===== src/rtl/scan_addr_gen.sv =====
// Debug-display address source: switch pass-through or a stepped/timed scan counter.
// Optional macro SCAN_AUTO_EN builds the auto-scan timer for mode 11.
module scan_addr_gen #(
   parameter int ADDR_W   = 5,
   parameter int ADDR_MIN = 0,
   parameter int ADDR_MAX = 31,
   parameter int AUTO_DIV = 50000000
) (
   input  logic              clk,
   input  logic              rst,
   input  logic              step,
   input  logic              dir,
   input  logic [1:0]        mode,
   input  logic [ADDR_W-1:0] address,
   output logic [ADDR_W-1:0] input_a,
   output logic              scan_active,
   output logic              wrap
);

   localparam logic [ADDR_W-1:0] LP_MIN = ADDR_W'(ADDR_MIN);
   localparam logic [ADDR_W-1:0] LP_MAX = ADDR_W'(ADDR_MAX);

   logic              r_s1, r_s2, r_s3;
   logic [ADDR_W-1:0] r_cnt;
   logic [ADDR_W-1:0] w_cnt_nxt;
   logic              w_wrap_nxt;
   logic              w_step_rise;
   logic              w_addr_zero;
   logic              w_legacy;
   logic              w_scan_sel;
   logic              w_load;
   logic              w_adv;
   logic              w_below;
   logic              w_above;

   assign w_step_rise = r_s2 & ~r_s3;
   assign w_addr_zero = (address == '0);
   assign w_legacy    = (mode == 2'b01);
   assign w_scan_sel  = mode[1] | (w_legacy & w_addr_zero);
   assign w_load      = w_legacy & ~w_addr_zero;

   // Range checks only exist where the bound can actually be violated.
   generate
      if (ADDR_MIN > 0) begin : g_below
         assign w_below = (r_cnt < LP_MIN);
      end else begin : g_no_below
         assign w_below = 1'b0;
      end
      if (ADDR_MAX < (2**ADDR_W) - 1) begin : g_above
         assign w_above = (r_cnt > LP_MAX);
      end else begin : g_no_above
         assign w_above = 1'b0;
      end
   endgenerate

`ifdef SCAN_AUTO_EN
   localparam int TMR_W = (AUTO_DIV > 2) ? $clog2(AUTO_DIV) : 1;
   localparam logic [TMR_W-1:0] LP_TMR_LAST = TMR_W'(AUTO_DIV - 1);

   logic [TMR_W-1:0] r_tmr;
   logic             w_timed;
   logic             w_tick;

   assign w_timed = (mode == 2'b11);
   assign w_tick  = w_timed & (r_tmr == LP_TMR_LAST);
   assign w_adv   = w_timed ? w_tick : (w_scan_sel & w_step_rise);

   // Any cycle outside mode 11 parks the timer, so re-entry restarts the full period.
   always_ff @(posedge clk) begin
      if (rst || !w_timed) r_tmr <= '0;
      else if (w_tick)     r_tmr <= '0;
      else                 r_tmr <= r_tmr + TMR_W'(1);
   end
`else
   logic w_unused_div;
   assign w_unused_div = |AUTO_DIV;
   assign w_adv        = w_scan_sel & w_step_rise;
`endif

   always_comb begin
      w_cnt_nxt  = r_cnt;
      w_wrap_nxt = 1'b0;
      if (w_below || w_above) begin
         w_cnt_nxt  = LP_MIN;
         w_wrap_nxt = 1'b1;
      end else if (!dir) begin
         if (r_cnt == LP_MAX) begin
            w_cnt_nxt  = LP_MIN;
            w_wrap_nxt = 1'b1;
         end else begin
            w_cnt_nxt = r_cnt + ADDR_W'(1);
         end
      end else begin
         if (r_cnt == LP_MIN) begin
            w_cnt_nxt  = LP_MAX;
            w_wrap_nxt = 1'b1;
         end else begin
            w_cnt_nxt = r_cnt - ADDR_W'(1);
         end
      end
   end

   always_ff @(posedge clk) begin
      if (rst) begin
         r_s1        <= 1'b0;
         r_s2        <= 1'b0;
         r_s3        <= 1'b0;
         r_cnt       <= LP_MIN;
         input_a     <= '0;
         scan_active <= 1'b0;
         wrap        <= 1'b0;
      end else begin
         r_s1 <= step;
         r_s2 <= r_s1;
         r_s3 <= r_s2;
         wrap <= 1'b0;
         // Legacy load beats a coincident step edge.
         if (w_load) begin
            r_cnt <= LP_MIN;
         end else if (w_adv) begin
            r_cnt <= w_cnt_nxt;
            wrap  <= w_wrap_nxt;
         end
         input_a     <= w_scan_sel ? r_cnt : address;
         scan_active <= w_scan_sel;
      end
   end

endmodule


===== config.mk =====
export PLATFORM = sky130hd
export DESIGN_NAME = scan_addr_gen
export DESIGN_NICKNAME = d
export VERILOG_FILES = /design/src/rtl/scan_addr_gen.sv
export SDC_FILE = /design/constraint.sdc
export NUM_CORES = 1
export LEC_CHECK = 0
export ABC_AREA = 1
export CAP_MARGIN = 30
export CORE_MARGIN = 5
export CORE_UTILIZATION = 47
export DETAILED_ROUTE_END_ITERATION = 12
export HOLD_SLACK_MARGIN = 0.12
export PLACE_DENSITY = 0.82
export SLEW_MARGIN = 20
export SYNTH_ARGS = -nofsm -noshare
export SYNTH_HDL_FRONTEND = slang
export SYNTH_SLANG_ARGS = --single-unit

===== constraint.sdc =====
create_clock -name clk -period 2.1 [get_ports clk]
set_clock_uncertainty 0.2 [all_clocks]
set_input_delay 0.42 -clock clk [delete_from_list [all_inputs] [get_ports clk]]
set_output_delay 0.42 -clock clk [all_outputs]
set_load 0.1 [all_outputs]

Yosys cells after proc, flatten, opt, wreduce, memory -nomap -nowiden:

Index checks and enable logic that the tools add are counted.

* equal/unequal tests: 2
* add/subtract/negate cells: 2
* bitwise logic cells: 8
* reduce and logical (&&, ||, !) cells: 4
* multiplexer cells: 7

Operator list (count)
* 5-bit two-way mux: 4
* 5-bit zero test: 2
* 5-bit by 1-bit adder with 5-bit output, second input constant: 1
* 5-bit equality test, second input constant: 1
* 5-bit by 1-bit subtractor with 5-bit output, second input constant: 1
* 1-bit AND: 4
* 1-bit two-way mux: 3
* 1-bit inverter: 3
* 3-bit OR reduction: 1
* 2-bit by 1-bit equality test with 1-bit output, second input constant: 1
* 2-bit OR reduction: 1
* 1-bit bitwise OR: 1

* input port bits: 11
* output and inout bits: 7
* register bits: 15
* logic and storage cells: 30

Logic depth before layout (Yosys ltp):

Gate-level depths: netlist of run 1.

* depth in word-level cells: 6
* gate-level depth with buffers: 11
* mapped depth without buffers: 11

Worst setup path before layout of run 1:

Ideal clock, no wire load.

* kind: register -> register
* start: reg r_cnt[0]
* end: reg r_cnt[2]
* data arrival time: 1.320 ns
* required time: 1.836 ns
* period minus slack after synthesis: 1.584 ns
* cell stages (with the launch flop): 10
* buffers on the path: 0
* setup time: 0.064 ns
* slack: 0.516 ns
* cell sequence: dfxtp_1 ha_1 nand2_1 nor2_1 ha_1 nor2_1 nand2_1 o22ai_1 o21ai_1 nor2_1

* word-level cells in the longest chain between the ends: 3
* elaborated cells on any way between the ends: 7
* those cells by class: 2 x add/sub; 1 x eq/ne; 3 x mux; 1 x reduce/logical

Ends and longest elaborated chain
* start, declared: line 24 `logic [ADDR_W-1:0] r_cnt;`
* start signal, assigned: line 121 `r_cnt <= w_cnt_nxt;`
* 5-bit by 1-bit adder with 5-bit output, or another cell as far along: line 91 `w_cnt_nxt = r_cnt + ADDR_W'(1);`
* 5-bit two-way mux (on tied branches): line 87, 94
* 5-bit two-way mux (*): line 86 `end else if (!dir) begin`

Mark *: on every way between the ends. The rest lies on a longest branch, timed or not.
A chain may end at the register's enable or synchronous reset.

Worst setup path in the final report of run 1:

Ends and elaborated chain as after synthesis.

==> results by group, run 1 <==
Outcome
  • Status: finished clean

Timing
  • Setup TNS after final layout: 0 ns
  • Hold Vio Cnt, Final: 0
  • Period utilization: 85.14%
  • Fin. max-slew vios: 0
  • Rel. slew slack: 75.89%
  • Final setup fails: 0
  • Fin crit period: 1.788 ns
  • Slew @ Worst Pin: 0.3599 ns
  • RSZ-0062 raised after global routing: false
  • Max Freq: 559.3 MHz

Placement
  • Gpl congestion: 0.7640
  • Number of port buffers: 17
  • Placed Cells: 141
  • DP Wirelength: 1.308 mm

Layout
  • Fin cells: 145
  • Commonest non-fill, non-tap cell in the layout: nand2_1
  • Area delta synth->final: 26.05%
  • Share of cells above drive strength 1: 21.71%
  • Antenna Cells: 0
  • Most frequent cells in the layout: nand2_1 (19), nor2_1 (16), dfxtp_1 (15)
  • Final Net Count: 144

Clock tree
  • Number of setup buffers added after CTS: 0
  • Clk root buf: clkbuf_4
  • Clk sinks: 15
  • Post-cts resize count: 0
  • CTS H-tree lvls: 1
  • Clk_lat worst skew: 0.29 ns
  • Clock Path Buffers: 2
  • CTS tree: yes
  • CTS buffer count: 3
  • # hold bufs at CTS: 0
  • Clk pin slew, worst setup/hold paths: 0.09 ns

Die
  • IO Count: 18
  • Chip width: 50.69 um
  • Cell Rows: 14
  • Full die area: 0.002569 mm2
  • Core area: 0.001541 mm2
  • Initial core utilization: 50.49%
  • DIE HEIGHT: 50.69 um

Critical path
  • CP most frequent cell: nor2_1
  • Critical R2R Launch: r_cnt[0]
  • Bufs and invs on worst path: 0
  • Max FO, Critical Path: 5
  • R2r setup slk: 0.31 ns
  • End of the worst register-to-register path: r_cnt[2]
  • Register-to-Register Path Depth: 9
  • Crit path kind: reg -> reg
  • Critical Path AT: 1.82 ns
  • Worst path cell trace: ha_1 > nand2_1 > nor2_1 > ha_1 > nor2_1 > nand2_1 > o22ai_1 > o21ai_1 > nor2_1
  • Max stage delay on crit path: 0.36 ns
  • CP max-delay cell: dfxtp_1
  • Critical path capture point type: flop
  • Critical path required time: 2.14 ns
  • Critical path depth in cells: 9
  • CP top delay family: simple AND/OR/NAND/NOR gates
  • Startpoint types: flop

Synthesis
  • Mapped Area: 778.2 um2
  • Post-synthesis cell count: 107
  • Post-synth top area share: 38.59%
  • Post-synthesis cell type count: 22
  • Ys Warns: 0
  • Post-synthesis sequential area ratio: 38.59%
  • Avg Cell Area, Syn: 7.273 um2
  • Number of synthesized register bits: 15
  • Syn_nets: 121
  • Top post-synthesis cells by area: dfxtp_1 (39%), nand2_1 (9.2%), nor2_1 (7.7%)
  • Post-synth top area cell: dfxtp_1

Route
  • Vias per cell: 5.069
  • WL/cell: 11.21 um
  • Iteration-0 DRC Markers: 6
  • Via Count: 735
  • Antenna Nets Post-Route: 0
  • DRC violations left: 0
  • DRT Pass-1 Iters: 2
  • Final WL: 1.625 mm

Flow run
  • Maximum Capacitance Violations: 0

Global route
  • Pin count of the biggest net entering global routing: 11
  • Vias in the first global route: 728
  • Grt total ovfl: 0
  • Initial antenna violation count: 0
  • Total global-route track usage: 14.53%
  • First-pass GRT wire length: 2.904 mm

Pwr
  • Power density over cell area: 634.5 mW/mm2
  • Leak: 0.4345 nW
  • VDD IR max: 369.5 uV

Hold path
  • HP Class: reg -> reg
  • WHS Endpoint: r_s2
  • Hold path startpoint: r_s1
  • Hold Crit Depth: 2
## worst reg2reg max path: stages, from the launching register on
cell and delay (ns):
dfxtp_1 0.36, ha_1 0.22, nand2_1 0.10, nor2_1 0.05, ha_1 0.19, nor2_1 0.20, nand2_1 0.08, o22ai_1 0.17
o21ai_1 0.09, nor2_1 0.09
## sequential cells by signal, indices dropped and copies added (netlist names)
name,flops
wrap,1
r_s1,1
input_a,5
scan_active,1
r_s3,1
r_cnt,5
r_s2,1
## cell type report
type | instances | area [um2]
fill | 137 | 560.5
multi-input combinational | 74 | 395.4
sequential | 15 | 300.3
timing repair buffer | 20 | 175.2
inverter | 16 | 60.06
clock buffer | 3 | 22.52
tap | 16 | 20.02
clock inverter | 1 | 7.507
## per-layer routing
| layer | vias up | wire [um] | track usage, % |
|---|---|---|---|
| met5 | - | 0 | 0 |
| met4 | 0 | 53 | 10.21 |
| met3 | 6 | 80 | 4.438 |
| met2 | 15 | 785 | 23.97 |
| met1 | 326 | 705 | 15.51 |
| li1 | 388 | - | - |
## metrics by stage
step	area [um2]	util, %	setup slack, ns	hold WS [ns]	total power [mW]
floorplan	778.2	-	0.5157	0.1883	0.4118
global placement	950.9	61.69	0.2030	0.1891	0.4560
detailed placement	950.9	61.69	0.1986	0.2029	0.4580
CTS	980.9	63.64	0.3163	0.2170	0.6309
global route	980.9	63.64	0.1732	0.2350	0.6528
finish	980.9	63.64	0.3121	0.2134	0.6224
## synthesized netlist by cell type
library cell / number
a21oi_1: 6
a21oi_2: 4
a31oi_1: 1
buf_6: 2
dfxtp_1: 15
ha_1: 3
inv_1: 12
inv_2: 4
nand2_1: 19
nand2_2: 2
nand3_1: 6
nand4_1: 2
nand4_2: 1
nor2_1: 16
nor2_2: 2
nor2_4: 1
nor3_1: 1
o21ai_0: 1
o21ai_1: 6
o22ai_1: 1
xnor2_1: 1
xor2_1: 1
## report_power, final
part	leakage [nW]	switching, mW	internal (mW)	total, mW
Clock	0.0139	0.0983	0.0725	0.171
Combinational	0.298	0.101	0.0500	0.151
Sequential	0.123	0.00476	0.296	0.301
## cells by family (layout without fill, tap and decap cells)
group,after synthesis,count (layout),synth area share (%)
simple gates,50,50,29.26
buf+inv,18,40,10.61
fa+ha+maj,3,3,4.824
xor+xnor,2,2,2.251
flops,15,15,38.59
compound gates,19,19,14.47
## worst max-delay path by stage
stage / slack (ns) / endpoint / startpoint
after global placement: 0.20 / r_cnt[1] / address[1]
after detailed placement: 0.20 / r_cnt[1] / address[3]
after CTS: 0.32 / r_cnt[2] / r_cnt[0]
after floorplan: 0.52 / r_cnt[2] / r_cnt[0]
after global routing: 0.17 / r_cnt[2] / r_cnt[0]
final: 0.31 / r_cnt[2] / r_cnt[0]
Note: power is estimated with default switching activity, not from simulation.
==> run 2, diff against run 1 <==
Settings changed: CTS_CLUSTER_SIZE set to 24.
==> results of run 2 <==
The final DEF is identical to that of run 1; final timing and power are the same.
==> run 3, diff against run 2 <==
Settings changed: PLACE_DENSITY 0.82 to 0.76.
==> results by group, run 3 (synthesis results as in run 1) <==
Clock tree
  • CTS buffer count: 3 (unchanged)
  • Clk pin slew, worst setup/hold paths: 0.09 ns (about the same)
  • Number of setup buffers added after CTS: 0 (unchanged)
  • Clk_lat worst skew: 0.28 ns (about the same)
  • Clk sinks: 15 (unchanged)
  • Clock Path Buffers: 2 (unchanged)
  • CTS tree: yes
  • # hold bufs at CTS: 0 (unchanged)
  • CTS H-tree lvls: 1 (unchanged)
  • Post-cts resize count: 0 (unchanged)
  • Clk root buf: clkbuf_4

Route
  • Met1 wire length: 686 um (-2.7%)
  • Iteration-0 DRC Markers: 9 (+3)
  • WL/cell: 11.17 um (-0.31%)
  • Met3 WL: 112 um (+40%)
  • Met2 routed WL: 801 um (+2.0%)
  • DRC violations left: 0 (unchanged)
  • Final WL: 1.620 mm (-0.31%)
  • Vias per cell: 4.972 (-1.9%)
  • Via Count: 721 (-1.9%)
  • Antenna Nets Post-Route: 0 (unchanged)
  • DRT Pass-1 Iters: 4 (+2)
  • Top layer in use: met4

Timing
  • Setup TNS after final layout: 0 ns (unchanged)
  • Final setup fails: 0 (unchanged)
  • Slew @ Worst Pin: 0.3275 ns (-0.03246 ns)
  • Rel. slew slack: 78.07% (+2.2 points)
  • Fin Hold WS: 0.2246 ns (+0.01122 ns)
  • Period utilization: 86.15% (+1.0 points)
  • Hold Vio Cnt, Final: 0 (unchanged)
  • RSZ-0062 raised after global routing: false
  • Fin. max-slew vios: 0 (unchanged)
  • Max Freq: 552.7 MHz (-1.2%)
  • Fin crit period: 1.809 ns (+0.02121 ns)

Die
  • Chip width: 50.69 um (unchanged)
  • Initial core utilization: 50.49% (unchanged)
  • Core area: 0.001541 mm2 (unchanged)
  • IO Count: 18 (unchanged)
  • DIE HEIGHT: 50.69 um (unchanged)
  • Cell Rows: 14 (unchanged)
  • Full die area: 0.002569 mm2 (unchanged)

Global route
  • Total global-route track usage: 13.88% (-0.64 points)
  • Initial antenna violation count: 0 (unchanged)
  • First-pass GRT wire length: 2.794 mm (-3.8%)
  • Vias in the first global route: 694 (-4.7%)
  • Grt total ovfl: 0 (unchanged)
  • Pin count of the biggest net entering global routing: 11 (unchanged)

Layout
  • Share of cells above drive strength 1: 21.71% (unchanged)
  • Util after Layout: 63.47% (-0.16 points)
  • Antenna Cells: 0 (unchanged)
  • Most frequent cells in the layout: nand2_1 (19), nor2_1 (16), dfxtp_1 (15)
  • Area delta synth->final: 25.72%
  • Commonest non-fill, non-tap cell in the layout: nand2_1
  • Final Net Count: 144 (unchanged)
  • Top Registers: input_a: 5 flops, r_cnt: 5 flops
  • Fin cells: 145 (unchanged)
  • Layout filler cell count: 141 (+2.9%)

Pwr
  • Power density over cell area: 620.1 mW/mm2 (-2.3%)
  • Total Power: 0.6068 mW (-2.5%)
  • VDD IR max: 547.1 uV (+48%)
  • Leak: 0.4382 nW (+0.87%)

Critical path
  • Critical path capture point type: flop
  • Register-to-Register Path Depth: 9 (unchanged)
  • Critical path depth in cells: 9 (unchanged)
  • CP max-delay cell: dfxtp_1
  • CP most frequent cell: nor2_1
  • CP top delay family: simple AND/OR/NAND/NOR gates
  • Worst path cell trace: ha_1 > nand2_1 > nor2_1 > ha_1 > nor2_1 > nand2_1 > o22ai_1 > o21ai_1 > nor2_1
  • End of the worst register-to-register path: r_cnt[2]
  • Critical path required time: 2.12 ns (-0.02 ns)
  • Max stage delay on crit path: 0.36 ns (about the same)
  • Crit path kind: reg -> reg
  • Max FO, Critical Path: 5 (unchanged)
  • Startpoint types: flop
  • Bufs and invs on worst path: 0 (unchanged)
  • R2r setup slk: 0.29 ns (-0.02 ns)
  • Critical Path AT: 1.83 ns (about the same)
  • Critical R2R Launch: r_cnt[0]

Hold path
  • Hold path startpoint: r_s1
  • Hold Crit Depth: 2 (unchanged)
  • WHS Endpoint: r_s2
  • HP Class: reg -> reg

Flow run
  • Maximum Capacitance Violations: 0 (unchanged)

Outcome
  • Status: finished clean

Placement
  • Gpl congestion: 0.7890 (+3.3%)
  • Placed Cells: 141 (unchanged)
  • DP Wirelength: 1.313 mm (+0.40%)
  • Number of port buffers: 17 (unchanged)
-- run 3: cell types whose count changed in the layout (fill, tap and decap cells not counted) --
| cell | change |
|---|---|
| clkinvlp_4 | -1 |
| clkinv_2 | +1 |
-- run 3: metal layers --
layer,track usage (%),up-vias
li1,-,388
met1,15.02,316
met2,24.38,15
met3,5.917,2
met4,3.830,0
met5,0,-
-- run 3: metrics by stage --
step	worst slack (ns)	area (um2)
3_5_place_dp	0.1985	950.9
5_1_grt	0.1075	978.4
4_1_cts	0.2885	978.4
3_3_place_gp	0.1961	950.9
2_1_floorplan	0.5157	778.2
6_report	0.2909	978.4
-- run 3: where the power goes --
part | switching, mW | internal, mW
clock | 0.0856 | 0.0705
sequential | 0.00509 | 0.296
combinational | 0.0998 | 0.0499
-- run 3: worst max path at each step --
stage	start	slack [ns]	endpoint
2_1_floorplan	r_cnt[0]	0.52	r_cnt[2]
3_3_place_gp	address[1]	0.20	r_cnt[1]
3_5_place_dp	address[1]	0.20	r_cnt[1]
4_1_cts	r_cnt[0]	0.29	r_cnt[2]
5_1_grt	r_cnt[0]	0.11	r_cnt[2]
6_report	r_cnt[0]	0.29	r_cnt[2]
-- run 3: area by class of cell --
type                    count  area (um2)  area share [%]
multi-input cells          74       395.4           40.41
inverters                  16       60.06           6.138
clock buffers               3       22.52           2.302
clock inverters             1       5.005          0.5115
flip-flops and latches     15       300.3           30.69
well taps                  16       20.02           2.046
repair buffers             20       175.2           17.90
-- run 3: worst reg2reg max path, stage by stage (launching register included) --
cell and delay (ns):
dfxtp_1 0.36, ha_1 0.23, nand2_1 0.09, nor2_1 0.06
ha_1 0.19, nor2_1 0.19, nand2_1 0.07, o22ai_1 0.18
o21ai_1 0.09, nor2_1 0.09
